**src/rtl/cam_window_writer.sv**
```systemverilog
// Camera capture stage: tracks pixel x/y, crops a fixed window and writes it
// row-major into a frame buffer, as RGB565 passthrough or grayscale.
module cam_window_writer #(
  parameter int FRAME_W = 640,
  parameter int FRAME_H = 480,
  parameter int WIN_X0  = 0,
  parameter int WIN_Y0  = 0,
  parameter int WIN_W   = 256,
  parameter int WIN_H   = 256,
  parameter int ADDR_W  = 16,
  parameter int CNT_W   = 8
) (
  input  logic              clk,
  input  logic              rst_n,
  input  logic              pix_valid,
  input  logic [15:0]       pix_data,
  input  logic              frame_start,
  input  logic              capture_en,
  input  logic              gray_mode,
  output logic              wr_en,
  output logic [ADDR_W-1:0] wr_addr,
  output logic [15:0]       wr_data,
  output logic              frame_done,
  output logic              frame_err,
  output logic              busy,
  output logic [CNT_W-1:0]  frame_cnt,
  output logic [9:0]        cur_x,
  output logic [8:0]        cur_y
);

  typedef enum logic [1:0] {
    IDLE    = 2'd0,
    ARMED   = 2'd1,
    CAPTURE = 2'd2,
    FROZEN  = 2'd3
  } state_t;

  localparam logic [9:0] X_LAST = 10'(FRAME_W - 1);
  localparam logic [8:0] Y_LAST = 9'(FRAME_H - 1);
  localparam logic [9:0] X_LO   = 10'(WIN_X0);
  localparam logic [8:0] Y_LO   = 9'(WIN_Y0);
  localparam logic [9:0] W_X    = 10'(WIN_W);
  localparam logic [8:0] W_Y    = 9'(WIN_H);

  // Y = (77*R8 + 150*G8 + 29*B8) >> 8, replicated back into RGB565 fields.
  function automatic logic [15:0] gray565(input logic [15:0] p);
    logic [7:0] r8;
    logic [7:0] g8;
    logic [7:0] b8;
    logic [5:0] y6;
    r8 = {p[15:11], p[15:13]};
    g8 = {p[10:5], p[10:9]};
    b8 = {p[4:0], p[4:2]};
    y6 = 6'((16'd77 * {8'd0, r8} + 16'd150 * {8'd0, g8} + 16'd29 * {8'd0, b8}) >> 10);
    return {y6[5:1], y6, y6[5:1]};
  endfunction

  state_t              state_q, state_d;
  logic [9:0]          x_q, x_d, x_e, dx_s;
  logic [8:0]          y_q, y_d, y_e, dy_s;
  logic [ADDR_W-1:0]   addr_q, addr_d, addr_e;
  logic                gray_q, gray_d, gray_e;
  logic                wr_en_q, wr_en_d;
  logic [ADDR_W-1:0]   wr_addr_q, wr_addr_d;
  logic [15:0]         wr_data_q, wr_data_d;
  logic                done_q, done_d;
  logic                err_q, err_d;
  logic [CNT_W-1:0]    cnt_q, cnt_d;
  logic                start_s, take_s, in_win_s;

  // Next-state, counter and write-port logic.
  always_comb begin
    state_d   = state_q;
    x_d       = x_q;
    y_d       = y_q;
    addr_d    = addr_q;
    gray_d    = gray_q;
    wr_en_d   = 1'b0;
    wr_addr_d = wr_addr_q;
    wr_data_d = wr_data_q;
    done_d    = 1'b0;
    err_d     = 1'b0;
    cnt_d     = cnt_q;
    start_s   = 1'b0;
    take_s    = 1'b0;

    case (state_q)
      IDLE: begin
        if (capture_en) state_d = ARMED;
        else            state_d = IDLE;
      end
      ARMED: begin
        if (frame_start) begin
          state_d = CAPTURE;
          start_s = 1'b1;
          take_s  = pix_valid;
        end else begin
          state_d = ARMED;
        end
      end
      CAPTURE: begin
        // A vsync inside a frame aborts it; the new frame starts right here.
        if (frame_start) begin
          start_s = 1'b1;
          err_d   = 1'b1;
        end else begin
          err_d   = 1'b0;
        end
        take_s = pix_valid;
      end
      FROZEN: begin
        if (capture_en) state_d = ARMED;
        else            state_d = FROZEN;
      end
      default: state_d = IDLE;
    endcase

    // A pixel coinciding with frame_start belongs to (0,0) of the new frame.
    x_e    = start_s ? 10'd0 : x_q;
    y_e    = start_s ? 9'd0 : y_q;
    addr_e = start_s ? '0 : addr_q;
    gray_e = start_s ? gray_mode : gray_q;
    // Offsets below the window wrap to large values, so one compare per axis.
    dx_s     = x_e - X_LO;
    dy_s     = y_e - Y_LO;
    in_win_s = (dx_s < W_X) && (dy_s < W_Y);

    if (start_s) begin
      x_d    = 10'd0;
      y_d    = 9'd0;
      addr_d = '0;
      gray_d = gray_mode;
    end else begin
      gray_d = gray_q;
    end

    if (take_s) begin
      if (in_win_s) begin
        wr_en_d   = 1'b1;
        wr_addr_d = addr_e;
        wr_data_d = gray_e ? gray565(pix_data) : pix_data;
        addr_d    = addr_e + ADDR_W'(1);
      end else begin
        wr_en_d   = 1'b0;
      end
      if (x_e == X_LAST) begin
        x_d = 10'd0;
        if (y_e == Y_LAST) begin
          y_d     = 9'd0;
          done_d  = 1'b1;
          cnt_d   = cnt_q + CNT_W'(1);
          state_d = capture_en ? ARMED : FROZEN;
        end else begin
          y_d = y_e + 9'd1;
        end
      end else begin
        x_d = x_e + 10'd1;
      end
    end else begin
      wr_en_d = 1'b0;
    end
  end

  // State and output registers.
  always_ff @(posedge clk or negedge rst_n) begin
    if (!rst_n) begin
      state_q   <= IDLE;
      x_q       <= 10'd0;
      y_q       <= 9'd0;
      addr_q    <= '0;
      gray_q    <= 1'b0;
      wr_en_q   <= 1'b0;
      wr_addr_q <= '0;
      wr_data_q <= 16'd0;
      done_q    <= 1'b0;
      err_q     <= 1'b0;
      cnt_q     <= '0;
    end else begin
      state_q   <= state_d;
      x_q       <= x_d;
      y_q       <= y_d;
      addr_q    <= addr_d;
      gray_q    <= gray_d;
      wr_en_q   <= wr_en_d;
      wr_addr_q <= wr_addr_d;
      wr_data_q <= wr_data_d;
      done_q    <= done_d;
      err_q     <= err_d;
      cnt_q     <= cnt_d;
    end
  end

  assign wr_en      = wr_en_q;
  assign wr_addr    = wr_addr_q;
  assign wr_data    = wr_data_q;
  assign frame_done = done_q;
  assign frame_err  = err_q;
  assign busy       = (state_q == CAPTURE);
  assign frame_cnt  = cnt_q;
  assign cur_x      = x_q;
  assign cur_y      = y_q;

endmodule
```
**config.mk**
```make
export PLATFORM = sky130hd
export DESIGN_NAME = cam_window_writer
export DESIGN_NICKNAME = d
export VERILOG_FILES = /design/src/rtl/cam_window_writer.sv
export SDC_FILE = /design/constraint.sdc
export NUM_CORES = 1
export LEC_CHECK = 0
export CAP_MARGIN = 30
export CORE_MARGIN = 5
export CORE_UTILIZATION = 60
export CTS_CLUSTER_SIZE = 16
export DETAILED_ROUTE_END_ITERATION = 8
export PLACE_DENSITY = 0.84
export SLEW_MARGIN = 10
export SYNTH_ARGS = -nofsm -noshare
export SYNTH_HDL_FRONTEND = slang
export SYNTH_SLANG_ARGS = --single-unit
```
**constraint.sdc**
```tcl
create_clock -name clk -period 8 [get_ports clk]
set_input_delay 1.2 -clock clk [delete_from_list [all_inputs] [get_ports clk]]
set_output_delay 1.2 -clock clk [all_outputs]
set_load 0.05 [all_outputs]
```
==> key figures <==
Global routing
  – Largest net degree at the start of global routing: 82
  – Vias in the first global route: 5652
  – First-pass GRT wire length: 27.22 mm
  – Tot GR Track Use: 0.2566
  – Total gr overflow: 0
  – Initial antenna violation count: 0

Yosys
  – Synth Area in XOR/XNOR: 0.05315
  – Seq cells post-synth: 81
  – Syn Area/Cell: 9.708 sq um
  – Sequential element share of the synthesized area: 0.3000
  – Post-synthesis cell count: 696
  – Syn_nets: 864
  – Largest family of logic cells by synthesized area: adder cells
  – Synth cell types: 54
  – Adder-cell share of the synthesized area: 0.3315
  – Number of synthesized flops with an enable pin: 0
  – Proportion of synthesized area in mux cells: 0.01259
  – Mapped Area: 0.006756 sq mm
  – Most used flip-flop cell after synthesis: dfrtp_1
  – Simple-Gate Fraction of Synth Area: 0.1456
  – Compound-Gate Fraction of Synth Area: 0.08667
  – Share of synthesized registers carrying an async set or reset: 1.000
  – Ys Warns: 0

Placed design
  – Pre-CTS WS: 0.05784 ns
  – Post-Place Cells: 908
  – HPWL after DPL: 12.21 mm
  – PortBufs: 84
  – Routability congestion estimate from global placement: 0.9517
  – Placed cell areas: 0.007737 sq mm

Layout
  – Share of layout cells above drive strength 1: 0.04968
  – Antenna diode count: 0
  – Commonest cells after routing, fill and taps aside: 107 x inv_1, 91 x ha_1, 83 x clkdlybuf4s50_1
  – Commonest non-fill, non-tap cell in the layout: inv_1
  – Non-Filler Instances: 925
  – Nets: 949
  – Layout Area Growth over Synthesis: 19.93%
  – Post-route cell area: 0.008103 sq mm
  – Final design utilization: 0.7410
  – Filler cells: 795

Timing
  – Final hold slack: 0.4718 ns
  – Worst Skew: 0.005309 ns
  – Max Fclk: 132.0 MHz
  – Fin. max-slew vios: 0
  – Slew margin rel.: 0.3239
  – Final setup vio count: 0
  – RSZ-0062 raised after global routing: no
  – Tmin final: 7.574 ns
  – Final Hold Fails: 0
  – Worst-margin pin slew: 1.014 ns
  – Period utilization: 0.9467
  – Setup TNS: 0 ns
  – Worst setup margin: 0.4264 ns

Critical path
  – R2R cell count: 13
  – Cell mode on critical path: fa_1
  – Worst EP arrival: 7.76 ns
  – Reg-to-Reg Start: state_q[0]
  – Crit-path max cell delay: 0.55 ns
  – WP data required: 8.18 ns
  – CP Capture Type: flop
  – Crit-path max FO: 4
  – Crit Path Category: primary input to flop
  – CP max stage cell: fa_1
  – Worst setup startpoint: pix_data[7]
  – Cell Chain, Critical Path: clkdlybuf4s50_1, ha_1, ha_1, inv_1, fa_1, fa_1, inv_1, ha_1, xnor2_1, fa_1, fa_1, inv_1, fa_1, fa_1, inv_1, ha_1, a21o_1, a21oi_1, o21ai_1, a221oi_1, xnor2_1, mux2i_1, o311ai_0
  – CP Launch Type: primary input

Hold path
  – Hold depth: 2
  – Hold Path Origin: wr_addr[15]
  – Tightest Hold Check Type: flop to flop

CTS
  – Clock-pin transition on the worst setup and hold timing paths: 0.06 ns
  – CTS Hold Bufs: 0
  – CTS tree: built
  – Cells resized by post-CTS repair: 0
  – Worst-Skew Late Latency: 0.33 ns
  – Clk sink count: 81
  – CTS Root Cell: clkbuf_16
  – Post-CTS Setup Inserts: 0
  – TritonCTS Buffers: 9
  – # H-tree levels: 3
  – Clock Path Buffers: 2

Pwr
  – Pwr Total: 3.185 mW
  – Leakage power figure: 4.002 nW
  – Maximum vdd ir drop: 0.0003476 V
  – PD cells: 393.1 mW/mm^2

Detailed routing
  – Routed via count: 5333
  – Routed WL: 16.11 mm
  – Drt wl/cell: 17.41 um
  – Final ANT Viol Nets: 0
  – Detailed-route DRC error count: 0
  – Via-to-Cell Ratio: 5.765
  – Initial DRC Count: 311
  – Pre-Repair DR Iteration Count: 6

Floorplanning
  – Top-level port count: 85
  – Core Area: 0.01094 sq mm
  – Die X: 116.1 um
  – Die area: 0.01348 sq mm
  – Std-Cell Rows: 38
  – Initial core utilization: 0.6178
  – DIE HEIGHT: 116.1 um

Run
  – Max-cap viol count: 0

Outcome
  – Outcome: complete, no violations
[flip-flops by register name, summed over array words and instances (netlist names)]
register and flops:
addr_q 16, wr_addr 16, wr_data 16, cur_x 10, cur_y 9, frame_cnt 8
state_q 2, frame_done 1, frame_err 1, gray_q 1, wr_en 1
[metal layers]
metal,track usage,wire length [um],vias up
met2,0.4277,7887,187
met4,0.06574,281,0
met5,0,0,-
met1,0.3466,6973,2636
li1,-,-,2482
met3,0.05285,963,28
[report_power, final]
| part | leakage [nW] | switching [mW] | internal [mW] | total (mW) |
|---|---|---|---|---|
| registers | 1.09 | 0.0460 | 0.472 | 0.518 |
| logic | 2.76 | 1.35 | 0.877 | 2.23 |
| clock network | 0.148 | 0.165 | 0.273 | 0.438 |
| total | 4.00 | 1.56 | 1.62 | 3.19 |
[cell usage after synthesis, drive strengths merged (4+ instances only)]
cell type	number	area share
a21oi	33	0.024
nand2	74	0.043
clkbuf	14	0.0078
or3	8	0.0081
xnor2	23	0.030
fa	55	0.16
nor3	13	0.010
ha	91	0.17
and2	5	0.0046
o21a	4	0.0044
and3	9	0.0083
xor2	18	0.023
dfrtp	81	0.30
inv	107	0.059
nand4	10	0.0093
nor2	42	0.026
nand3	30	0.024
mux2i	4	0.0059
a21o	5	0.0056
a211o	6	0.0078
o21ai	26	0.019
mux2	4	0.0067
[worst paths after layout]
check | endpoint | slack [ns]
max in group asynchronous | addr_q[2] | 6.56
min reg2reg | wr_addr[15] | 0.47
max reg2reg | cur_y[7] | 4.68
max | wr_data[4] | 0.43
min in group asynchronous | wr_addr[4] | 0.84
min | wr_addr[15] | 0.47
[logic make-up after synthesis]
family | count (synthesis)
AOI/OAI and AO/OA | 95
xor gates and xnor gates | 41
adders and majority gates | 146
buffers and inverters | 125
DFF | 81
muxes | 8
and+or+nand+nor | 200
[layout make-up]
| type | count | area, sq um | area share |
|---|---|---|---|
| inverters | 109 | 414.1 | 0.05111 |
| clock buffers | 9 | 225.2 | 0.02779 |
| multi-input cells | 490 | 4253 | 0.5249 |
| flip-flops and latches | 81 | 2027 | 0.2502 |
| clock inverters | 6 | 92.59 | 0.01143 |
| well taps | 140 | 175.2 | 0.02162 |
| repair buffers | 90 | 915.9 | 0.1130 |
[critical path: cells and delay by family]
family,cells,cell delay [ns]
XOR/XNOR,2,0.39
multiplexers,1,0.31
AO/OA/AOI/OAI,5,0.94
buffers and inverters,5,0.65
adder cells (fa/ha/maj),10,4.25
Power figures use the tool's default switching activity.
